--- config.mk ---
export PLATFORM = sky130hd
export DESIGN_NAME = stage_decode_hs_flat
export DESIGN_NICKNAME = d
export VERILOG_FILES = /design/src/rtl/stage_decode_hs_pkg.sv /design/src/rtl/stage_decode_hs_if.sv /design/src/rtl/stage_decode_hs_regfile.sv /design/src/rtl/stage_decode_hs.sv /design/src/flat_wrapper.sv
export SDC_FILE = /design/constraint.sdc
export NUM_CORES = 2
export LEC_CHECK = 0
export BUFFER_PORTS_ARGS = -buffer_cell sky130_fd_sc_hd__buf_2
export CELL_PAD_IN_SITES_DETAIL_PLACEMENT = 1
export CELL_PAD_IN_SITES_GLOBAL_PLACEMENT = 1
export CORE_ASPECT_RATIO = 1.2
export CORE_MARGIN = 5
export CORE_UTILIZATION = 25
export CTS_CLUSTER_DIAMETER = 80
export DETAILED_ROUTE_END_ITERATION = 10
export HOLD_SLACK_MARGIN = 0.1
export PLACE_DENSITY = 0.54
export SLEW_MARGIN = 20
export SYNTH_ARGS = -nofsm -noshare
export SYNTH_HDL_FRONTEND = slang
export SYNTH_SLANG_ARGS = --single-unit
--- constraint.sdc ---
create_clock -name clk -period 5.9 [get_ports clk]
set_input_delay 0.59 -clock clk [delete_from_list [all_inputs] [get_ports clk]]
set_output_delay 0.59 -clock clk [all_outputs]
set_load 0.02 [all_outputs]
--- src/rtl/stage_decode_hs_pkg.sv ---
// Shared RV32 decode types: opcode map, control bundle layout and immediate formats.
package riscv_pkg;

    localparam logic [6:0] OP_R      = 7'b0110011;
    localparam logic [6:0] OP_I      = 7'b0010011;
    localparam logic [6:0] OP_LOAD   = 7'b0000011;
    localparam logic [6:0] OP_STORE  = 7'b0100011;
    localparam logic [6:0] OP_BRANCH = 7'b1100011;
    localparam logic [6:0] OP_JAL    = 7'b1101111;
    localparam logic [6:0] OP_JALR   = 7'b1100111;
    localparam logic [6:0] OP_LUI    = 7'b0110111;
    localparam logic [6:0] OP_AUIPC  = 7'b0010111;

    typedef enum logic [1:0] {
        RES_ALU       = 2'd0,
        RES_MEM       = 2'd1,
        RES_PC_PLUS   = 2'd2,
        RES_LUI_AUIPC = 2'd3
    } result_src_t;

    typedef enum logic [2:0] {
        IMM_I = 3'd0,
        IMM_S = 3'd1,
        IMM_B = 3'd2,
        IMM_J = 3'd3,
        IMM_U = 3'd4
    } imm_sel_t;

    // jal_src=1: target is PC+imm (JAL), 0: rs1+imm (JALR).
    // lui_auipc=1: AUIPC adds the PC, 0: LUI passes the immediate through.
    typedef struct packed {
        logic        regfile_wr_enable;
        result_src_t result_src;
        logic        alu_src;
        logic [1:0]  alu_op;
        logic [2:0]  funct3;
        logic        funct7b5;
        logic        jump;
        logic        jal_src;
        logic        branch;
        logic        lui_auipc;
        logic        datamem_wr_enable;
    } decode_ctrl_t;

    function automatic logic [31:0] imm_gen(input logic [31:0] i, input imm_sel_t sel);
        case (sel)
            IMM_S:   imm_gen = {{20{i[31]}}, i[31:25], i[11:7]};
            IMM_B:   imm_gen = {{19{i[31]}}, i[31], i[7], i[30:25], i[11:8], 1'b0};
            IMM_J:   imm_gen = {{11{i[31]}}, i[31], i[19:12], i[20], i[30:21], 1'b0};
            IMM_U:   imm_gen = {i[31:12], 12'b0};
            default: imm_gen = {{20{i[31]}}, i[31:20]};
        endcase
    endfunction

endpackage

--- src/rtl/stage_decode_hs_if.sv ---
// Fetch/ID/EX/WB signal bundle around the decode stage; slave is the ID stage side.
interface stage_decode_hs_if
    import riscv_pkg::*;
#(
    parameter int XLEN = 32
);
    logic             flush;
    logic             if_valid;
    logic             if_ready;
    logic [31:0]      instr;
    logic [XLEN-1:0]  fetch_instr_addr;
    logic [XLEN-1:0]  fetch_instr_addr_plus;
    logic             id_valid;
    logic             ex_ready;
    logic             ex_load_pending;
    logic [4:0]       ex_rd;
    decode_ctrl_t     decode_ctrl;
    logic [XLEN-1:0]  decode_imm;
    logic [XLEN-1:0]  rs_data1;
    logic [XLEN-1:0]  rs_data2;
    logic [4:0]       decode_rs1;
    logic [4:0]       decode_rs2;
    logic [4:0]       decode_rd;
    logic [XLEN-1:0]  decode_instr_addr;
    logic [XLEN-1:0]  decode_instr_addr_plus;
    logic             decode_illegal;
    logic [4:0]       wb_wr_addr;
    logic [XLEN-1:0]  wb_wr_data;
    logic             wb_regfile_wr_enable;

    modport master (
        output flush, if_valid, instr, fetch_instr_addr, fetch_instr_addr_plus,
               ex_ready, ex_load_pending, ex_rd, wb_wr_addr, wb_wr_data, wb_regfile_wr_enable,
        input  if_ready, id_valid, decode_ctrl, decode_imm, rs_data1, rs_data2,
               decode_rs1, decode_rs2, decode_rd, decode_instr_addr, decode_instr_addr_plus,
               decode_illegal
    );

    modport slave (
        input  flush, if_valid, instr, fetch_instr_addr, fetch_instr_addr_plus,
               ex_ready, ex_load_pending, ex_rd, wb_wr_addr, wb_wr_data, wb_regfile_wr_enable,
        output if_ready, id_valid, decode_ctrl, decode_imm, rs_data1, rs_data2,
               decode_rs1, decode_rs2, decode_rd, decode_instr_addr, decode_instr_addr_plus,
               decode_illegal
    );
endinterface

--- src/rtl/stage_decode_hs_regfile.sv ---
// Register file: two async read ports, one write port, optional WB->read write-through.
module decode_regfile #(
    parameter int XLEN      = 32,
    parameter int NUM_REGS  = 32,
    parameter int BYPASS_EN = 1
) (
    input  logic                  clk,
    input  logic                  rst_n,
    input  logic [1:0][4:0]       rd_addr,
    output logic [1:0][XLEN-1:0]  rd_data,
    input  logic                  wr_en,
    input  logic [4:0]            wr_addr,
    input  logic [XLEN-1:0]       wr_data,
    output logic                  wr_commit
);
    localparam int       AW  = $clog2(NUM_REGS);
    localparam logic [5:0] NR = 6'(NUM_REGS);
    localparam bit       BYP = (BYPASS_EN != 0);

    logic [NUM_REGS-1:0][XLEN-1:0] regs;

    // Writes to x0 or past the implemented register count are dropped.
    assign wr_commit = wr_en & (wr_addr != 5'd0) & ({1'b0, wr_addr} < NR);

    always_ff @(posedge clk or negedge rst_n) begin
        if (!rst_n)
            regs <= '0;
        else if (wr_commit)
            regs[wr_addr[AW-1:0]] <= wr_data;
    end

    for (genvar p = 0; p < 2; p++) begin : g_rd
        logic in_range;
        logic hit;
        assign in_range   = (rd_addr[p] != 5'd0) & ({1'b0, rd_addr[p]} < NR);
        assign hit        = BYP & wr_commit & (wr_addr == rd_addr[p]);
        assign rd_data[p] = !in_range ? '0 : (hit ? wr_data : regs[rd_addr[p][AW-1:0]]);
    end

endmodule

--- src/rtl/stage_decode_hs.sv ---
// RV32 ID stage: decodes one instruction per cycle into a registered bundle, with
// valid/ready handshakes, load-use bubbles, flush and the register file.
module stage_decode_hs
    import riscv_pkg::*;
#(
    parameter int XLEN      = 32,
    parameter int NUM_REGS  = 32,
    parameter int BYPASS_EN = 1
) (
    input logic              clk,
    input logic              rst_n,
    stage_decode_hs_if.slave bus
);
    localparam bit RV32E = (NUM_REGS == 16);

    if (XLEN != 32) begin : g_xlen_chk
        $error("stage_decode_hs: only XLEN=32 is supported");
    end
    if (NUM_REGS != 32 && NUM_REGS != 16) begin : g_regs_chk
        $error("stage_decode_hs: NUM_REGS must be 16 or 32");
    end

    logic [31:0] instr;
    logic [6:0]  opcode;
    logic [4:0]  rs1, rs2, rd;
    logic [2:0]  funct3;

    assign instr  = bus.instr;
    assign opcode = instr[6:0];
    assign rd     = instr[11:7];
    assign funct3 = instr[14:12];
    assign rs1    = instr[19:15];
    assign rs2    = instr[24:20];

    decode_ctrl_t ctrl_d;
    imm_sel_t     imm_sel;
    logic         legal, used1, used2, used_rd;

    always_comb begin
        ctrl_d  = '0;
        imm_sel = IMM_I;
        legal   = 1'b1;
        used1   = 1'b0;
        used2   = 1'b0;
        used_rd = 1'b0;
        case (opcode)
            OP_R: begin
                {used1, used2, used_rd}  = 3'b111;
                ctrl_d.regfile_wr_enable = 1'b1;
                ctrl_d.alu_op            = 2'b10;
                ctrl_d.funct3            = funct3;
                ctrl_d.funct7b5          = instr[30];
            end
            OP_I: begin
                {used1, used_rd}         = 2'b11;
                ctrl_d.regfile_wr_enable = 1'b1;
                ctrl_d.alu_src           = 1'b1;
                ctrl_d.alu_op            = 2'b10;
                ctrl_d.funct3            = funct3;
                ctrl_d.funct7b5          = instr[30];
            end
            OP_LOAD: begin
                {used1, used_rd}         = 2'b11;
                ctrl_d.regfile_wr_enable = 1'b1;
                ctrl_d.result_src        = RES_MEM;
                ctrl_d.alu_src           = 1'b1;
                ctrl_d.funct3            = funct3;
            end
            OP_STORE: begin
                {used1, used2}           = 2'b11;
                imm_sel                  = IMM_S;
                ctrl_d.alu_src           = 1'b1;
                ctrl_d.funct3            = funct3;
                ctrl_d.datamem_wr_enable = 1'b1;
            end
            OP_BRANCH: begin
                {used1, used2}           = 2'b11;
                imm_sel                  = IMM_B;
                ctrl_d.alu_op            = 2'b01;
                ctrl_d.funct3            = funct3;
                ctrl_d.branch            = 1'b1;
            end
            OP_JAL: begin
                used_rd                  = 1'b1;
                imm_sel                  = IMM_J;
                ctrl_d.regfile_wr_enable = 1'b1;
                ctrl_d.result_src        = RES_PC_PLUS;
                ctrl_d.jump              = 1'b1;
                ctrl_d.jal_src           = 1'b1;
            end
            OP_JALR: begin
                {used1, used_rd}         = 2'b11;
                ctrl_d.regfile_wr_enable = 1'b1;
                ctrl_d.result_src        = RES_PC_PLUS;
                ctrl_d.alu_src           = 1'b1;
                ctrl_d.funct3            = funct3;
                ctrl_d.jump              = 1'b1;
            end
            OP_LUI, OP_AUIPC: begin
                used_rd                  = 1'b1;
                imm_sel                  = IMM_U;
                ctrl_d.regfile_wr_enable = 1'b1;
                ctrl_d.result_src        = RES_LUI_AUIPC;
                ctrl_d.lui_auipc         = (opcode == OP_AUIPC);
            end
            default: legal = 1'b0;
        endcase
    end

    logic reg_bad, illegal;
    assign reg_bad = RV32E & ((used1 & rs1[4]) | (used2 & rs2[4]) | (used_rd & rd[4]));
    assign illegal = ~legal | reg_bad;

    logic [1:0][4:0]      rd_addr;
    logic [1:0][XLEN-1:0] rd_data;
    logic                 wr_commit;
    assign rd_addr = {rs2, rs1};

    decode_regfile #(
        .XLEN(XLEN), .NUM_REGS(NUM_REGS), .BYPASS_EN(BYPASS_EN)
    ) u_regfile (
        .clk      (clk),
        .rst_n    (rst_n),
        .rd_addr  (rd_addr),
        .rd_data  (rd_data),
        .wr_en    (bus.wb_regfile_wr_enable),
        .wr_addr  (bus.wb_wr_addr),
        .wr_data  (bus.wb_wr_data),
        .wr_commit(wr_commit)
    );

    logic            id_valid_q, illegal_q;
    decode_ctrl_t    ctrl_q;
    logic [XLEN-1:0] imm_q, rs_data1_q, rs_data2_q, pc_q, pc_plus_q;
    logic [4:0]      rs1_q, rs2_q, rd_q;

    // The load-use check looks at the incoming instruction against the load now in EX.
    logic hazard, if_ready, accept, load, hit1, hit2;
    assign hazard   = bus.ex_load_pending & id_valid_q & (bus.ex_rd != 5'd0) &
                      ((used1 & (rs1 == bus.ex_rd)) | (used2 & (rs2 == bus.ex_rd)));
    assign if_ready = rst_n & (~id_valid_q | bus.ex_ready) & ~hazard;
    assign accept   = bus.if_valid & if_ready;
    assign load     = accept & ~bus.flush;
    assign hit1     = wr_commit & (bus.wb_wr_addr == rs1_q);
    assign hit2     = wr_commit & (bus.wb_wr_addr == rs2_q);

    always_ff @(posedge clk or negedge rst_n) begin
        if (!rst_n) begin
            id_valid_q <= 1'b0;
            illegal_q  <= 1'b0;
            ctrl_q     <= '0;
            imm_q      <= '0;
            rs_data1_q <= '0;
            rs_data2_q <= '0;
            pc_q       <= '0;
            pc_plus_q  <= '0;
            rs1_q      <= '0;
            rs2_q      <= '0;
            rd_q       <= '0;
        end else begin
            if (bus.flush) begin
                id_valid_q <= 1'b0;
                ctrl_q     <= '0;
                illegal_q  <= 1'b0;
            end else if (accept) begin
                id_valid_q <= 1'b1;
                illegal_q  <= illegal;
                ctrl_q     <= illegal ? '0 : ctrl_d;
                imm_q      <= imm_gen(instr, imm_sel);
                rs_data1_q <= rd_data[0];
                rs_data2_q <= rd_data[1];
                pc_q       <= bus.fetch_instr_addr;
                pc_plus_q  <= bus.fetch_instr_addr_plus;
                rs1_q      <= rs1;
                rs2_q      <= rs2;
                rd_q       <= rd;
            end else if (id_valid_q & bus.ex_ready) begin
                id_valid_q <= 1'b0;
                if (hazard) begin
                    ctrl_q    <= '0;
                    illegal_q <= 1'b0;
                end
            end
            // A held bundle keeps its operands current with writeback.
            if (!load && hit1) rs_data1_q <= bus.wb_wr_data;
            if (!load && hit2) rs_data2_q <= bus.wb_wr_data;
        end
    end

    assign bus.if_ready               = if_ready;
    assign bus.id_valid               = id_valid_q;
    assign bus.decode_ctrl            = ctrl_q;
    assign bus.decode_imm             = imm_q;
    assign bus.rs_data1               = rs_data1_q;
    assign bus.rs_data2               = rs_data2_q;
    assign bus.decode_rs1             = rs1_q;
    assign bus.decode_rs2             = rs2_q;
    assign bus.decode_rd              = rd_q;
    assign bus.decode_instr_addr      = pc_q;
    assign bus.decode_instr_addr_plus = pc_plus_q;
    assign bus.decode_illegal         = illegal_q;

endmodule

--- src/flat_wrapper.sv ---
// flat-port wrapper written by rule: the top's interface ports become plain ports
module stage_decode_hs_flat import riscv_pkg::*;
#(
    parameter int XLEN      = 32,
    parameter int NUM_REGS  = 32,
    parameter int BYPASS_EN = 1
)
  (clk, rst_n, bus_flush, bus_if_valid, bus_instr, bus_fetch_instr_addr, bus_fetch_instr_addr_plus, bus_ex_ready, bus_ex_load_pending, bus_ex_rd, bus_wb_wr_addr, bus_wb_wr_data, bus_wb_regfile_wr_enable, bus_if_ready, bus_id_valid, bus_decode_ctrl, bus_decode_imm, bus_rs_data1, bus_rs_data2, bus_decode_rs1, bus_decode_rs2, bus_decode_rd, bus_decode_instr_addr, bus_decode_instr_addr_plus, bus_decode_illegal);
  stage_decode_hs_if #(.XLEN(XLEN)) bus_i ();
  input logic clk;
  input logic rst_n;
  input wire logic [$bits(bus_i.flush)-1:0] bus_flush;
  input wire logic [$bits(bus_i.if_valid)-1:0] bus_if_valid;
  input wire logic [$bits(bus_i.instr)-1:0] bus_instr;
  input wire logic [$bits(bus_i.fetch_instr_addr)-1:0] bus_fetch_instr_addr;
  input wire logic [$bits(bus_i.fetch_instr_addr_plus)-1:0] bus_fetch_instr_addr_plus;
  input wire logic [$bits(bus_i.ex_ready)-1:0] bus_ex_ready;
  input wire logic [$bits(bus_i.ex_load_pending)-1:0] bus_ex_load_pending;
  input wire logic [$bits(bus_i.ex_rd)-1:0] bus_ex_rd;
  input wire logic [$bits(bus_i.wb_wr_addr)-1:0] bus_wb_wr_addr;
  input wire logic [$bits(bus_i.wb_wr_data)-1:0] bus_wb_wr_data;
  input wire logic [$bits(bus_i.wb_regfile_wr_enable)-1:0] bus_wb_regfile_wr_enable;
  output wire logic [$bits(bus_i.if_ready)-1:0] bus_if_ready;
  output wire logic [$bits(bus_i.id_valid)-1:0] bus_id_valid;
  output wire logic [$bits(bus_i.decode_ctrl)-1:0] bus_decode_ctrl;
  output wire logic [$bits(bus_i.decode_imm)-1:0] bus_decode_imm;
  output wire logic [$bits(bus_i.rs_data1)-1:0] bus_rs_data1;
  output wire logic [$bits(bus_i.rs_data2)-1:0] bus_rs_data2;
  output wire logic [$bits(bus_i.decode_rs1)-1:0] bus_decode_rs1;
  output wire logic [$bits(bus_i.decode_rs2)-1:0] bus_decode_rs2;
  output wire logic [$bits(bus_i.decode_rd)-1:0] bus_decode_rd;
  output wire logic [$bits(bus_i.decode_instr_addr)-1:0] bus_decode_instr_addr;
  output wire logic [$bits(bus_i.decode_instr_addr_plus)-1:0] bus_decode_instr_addr_plus;
  output wire logic [$bits(bus_i.decode_illegal)-1:0] bus_decode_illegal;
  assign bus_i.flush = bus_flush;
  assign bus_i.if_valid = bus_if_valid;
  assign bus_i.instr = bus_instr;
  assign bus_i.fetch_instr_addr = bus_fetch_instr_addr;
  assign bus_i.fetch_instr_addr_plus = bus_fetch_instr_addr_plus;
  assign bus_i.ex_ready = bus_ex_ready;
  assign bus_i.ex_load_pending = bus_ex_load_pending;
  assign bus_i.ex_rd = bus_ex_rd;
  assign bus_i.wb_wr_addr = bus_wb_wr_addr;
  assign bus_i.wb_wr_data = bus_wb_wr_data;
  assign bus_i.wb_regfile_wr_enable = bus_wb_regfile_wr_enable;
  assign bus_if_ready = bus_i.if_ready;
  assign bus_id_valid = bus_i.id_valid;
  assign bus_decode_ctrl = bus_i.decode_ctrl;
  assign bus_decode_imm = bus_i.decode_imm;
  assign bus_rs_data1 = bus_i.rs_data1;
  assign bus_rs_data2 = bus_i.rs_data2;
  assign bus_decode_rs1 = bus_i.decode_rs1;
  assign bus_decode_rs2 = bus_i.decode_rs2;
  assign bus_decode_rd = bus_i.decode_rd;
  assign bus_decode_instr_addr = bus_i.decode_instr_addr;
  assign bus_decode_instr_addr_plus = bus_i.decode_instr_addr_plus;
  assign bus_decode_illegal = bus_i.decode_illegal;
  stage_decode_hs #(.XLEN(XLEN), .NUM_REGS(NUM_REGS), .BYPASS_EN(BYPASS_EN)) u_core (.clk(clk), .rst_n(rst_n), .bus(bus_i));
endmodule
==> results.txt <==
status = finished, final reports clean
Synth top area share = 47.1%
DR vias = 47200
CP Class = input port to register
final worst path period share = 63.0%
H-tree depth = 4
FMAX = 269 MHz
count of input and output buffers = 337
RR Endpoint = u_core.bus.rs_data1[14]$_DFFE_PN0P_
Post-Synth XOR/XNOR Area = 0.407%
clk buf depth = 4
clock power share = 35.1%
setup ws final = 2.18 ns
Nets = 5626
I/O pins = 338
vias per cell = 5.25
multiplexer area fraction after synthesis = 35.6%
Root Buffer = clkbuf_16
adder and majority cell fraction of the synthesized area = 0%
syn avg cell area = 12.0 sq um
Setup crit end kind = register
worst r2r path cells = 7
GRT Util Overall = 19.7%
final setup violating endpoints = 0
Worst Setup EP = u_core.bus.rs_data1[14]$_DFFE_PN0P_
largest family of logic cells by synthesized area = multiplexers
first-pass GRT wire length = 391000 microns
largest net degree at the start of global routing = 149
die area = 0.269 sq mm
Synth cell types = 51
clock sink total = 1216
RSZ-0062 raised after global routing = no
Logic pwr share = 20.8%
Yosys warnings = 0
fillers = 28000
routability congestion estimate = 0.786
setup TNS = 0 ns
layout cell share with drive strength beyond 1 = 32.2%
number of global-route vias before repair = 50700
dpl ws = 1.91 ns
Cell Area, Placed = 0.0697 sq mm
Core Area = 0.257 sq mm
Final ANT Viol Nets = 0
Worst EP arrival = 4.33 ns
worst path required time = 6.51 ns
ys async rst share = 100%
routed wire length = 271000 microns
post-synthesis compound-gate area fraction = 8.93%
Switch Pwr = 8.03 mW
slew margin rel. = 20.7%
Hold Crit Class = input port to register
row cnt = 204
cts bufs inserted = 145
commonest non-fill, non-tap cell in the layout = dfrtp_1
fin util = 29.2%
Avg WL per Cell = 30.2 microns
Hold Vio Cnt, Final = 0
DRT Pass-1 Iters = 5
Crit Path Max Fanout = 104
cell taking the most area after synthesis = dfrtp_1
R2R Setup Slk = 2.74 ns
Iter 0 DRT Violations = 2861
Slew Limit Fails = 0
worst vdd ir = 0.223 mV
CTS tree = built
Switching Share = 31.1%
Initial Utilization = 25.1%
minimum clock period = 3.72 ns
hold wc startpoint = bus_instr[8]
initial antenna violation count = 32
cell leakage power = 34.1 nW
Seq pwr share = 44.1%
total gr overflow = 0
Clock Latency Late Sink = 0.82 ns
synth-to-layout area growth = 16.5%
Worst Max-Slew Pin Slew = 1.19 ns
post-synth net total = 5517
Reg2Reg Launch Point = u_core.bus.id_valid$_DFFE_PN0P_
EDFF count, synth = 0
top cells by area, synth = dfrtp_1 47%, mux2_2 18%, mux2i_1 17%, a22oi_1 3.8%, a21oi_1 2.2%
Cell Area, Synth = 0.0646 sq mm
Clock Skews = 0.0594 ns
sequential area share after synthesis = 47.1%
clock-pin slew on the worst setup and hold paths = 0.06 ns
most frequent cells in the layout = 1216 x dfrtp_1, 1089 x mux2i_1, 1051 x mux2_2, 334 x buf_2, 325 x a22oi_1
Seq cells post-synth = 1216
fin area = 0.0752 sq mm
DRC viols = 0
Setup crit start = rst_n
chip width = 474 microns
Post-synth top flop = dfrtp_1
Mapped Cells = 5372
Startpoint Class = input port
Die H = 567 microns
pwr/cell area = 343 mW/mm^2
internal cell power = 17.7 mW
Tot Pwr = 25.8 mW
Simple-Gate Fraction of Synth Area = 4.15%
post-detail-place hpwl = 156000 microns
max capacitance violation total = 0
-- layout make-up --
class | count | area (sq um) | area share (%)
timing repair buffer | 528 | 3770 | 5.02
clock buffer | 211 | 4300 | 5.72
multi-input combinational | 3588 | 32000 | 42.6
clock inverter | 35 | 347 | 0.461
tap | 3399 | 4250 | 5.66
sequential | 1216 | 30400 | 40.5
inverter | 2 | 10.0 | 0.0133
antenna | 14 | 35.0 | 0.0466
-- synth_stat cells, types with 9 or more instances --
cell type	instances
xor2_1	13
a22o_1	69
a22oi_1	325
buf_2	146
o22ai_2	12
clkbuf_1	327
buf_6	18
mux2_1	21
o22ai_1	52
buf_1	74
or3_1	64
dfrtp_1	1216
nor2_1	29
nand2_1	95
nor2b_1	9
mux2_2	1051
nand3_1	205
nand4_1	64
a21oi_1	280
o21ai_0	126
mux2i_1	1089
xnor2_1	17
-- worst max-delay path: stages --
cell,delay (ns)
dlygate4sd3_1,0.58
buf_12,0.37
and3_1,0.36
nor2b_1,0.42
inv_4,0.38
nor2_4,0.49
buf_4,0.67
o22ai_1,0.15
-- state kept, by name, indices dropped and copies added, names as in the netlist, 15 cells and up --
register / count
u_core.u_regfile.regs: 1024
u_core.bus.decode_instr_addr: 32
u_core.bus.rs_data2: 32
u_core.bus.decode_instr_addr_plus: 32
u_core.bus.rs_data1: 32
u_core.bus.decode_imm: 32
u_core.bus.decode_ctrl: 15
-- worst min path at each step --
stage	to	cells after the start
after floorplan	u_core.bus.decode_ctrl[0]$_DFFE_PN0P_	0
after global placement	u_core.u_regfile.regs[2]$_DFFE_PN0P_	0
after detailed placement	u_core.u_regfile.regs[13]$_DFFE_PN0P_	0
after CTS	u_core.bus.decode_rd[2]$_DFFE_PN0N_	2
after global routing	u_core.bus.decode_rd[2]$_DFFE_PN0N_	2
final	u_core.bus.decode_rd[1]$_DFFE_PN0N_	2
-- per-stage QoR --
step                hold WS [ns]  cells
global route               0.151   8983
detailed placement         0.391   8654
global placement           0.385   8649
finish                     0.170   8993
CTS                        0.115   8978
floorplan                  0.294   5372
-- per-layer routing --
layer  vias up  part of all wire (%)  track usage (%)
met1     25600                    44             26.0
met4         8                   3.2             6.07
li1      20200                     -                -
met2      1056                    49             33.4
met3       425                   3.7             2.64
met5         -                 0.018                0
-- what timing repair did --
| action | in CTS | in global routing |
|---|---|---|
| setup buffers | 0 | 0 |
| gates resized for setup | 0 | 0 |
| endpoints found under the setup margin | 0 | 0 |
| endpoints found under the hold margin | 176 | 0 |
| hold buffers | 78 | 0 |
-- cell families after synthesis --
group | Yosys count
flip-flops | 1216
XOR/XNOR | 30
AND/OR/NAND/NOR | 511
AO/OA/AOI/OAI | 886
buffers and inverters | 568
multiplexers | 2161
-- power by group through the flow --
stage	registers [mW]	clock network [mW]	logic, mW
3_3_place_gp	11.4	0	5.23
5_1_grt	11.6	9.58	5.85
6_report	11.4	9.04	5.37
4_1_cts	11.3	9.27	5.42
2_1_floorplan	11.3	0	3.34
3_5_place_dp	11.5	0	5.36
Note: power is estimated with default switching activity, not from simulation.
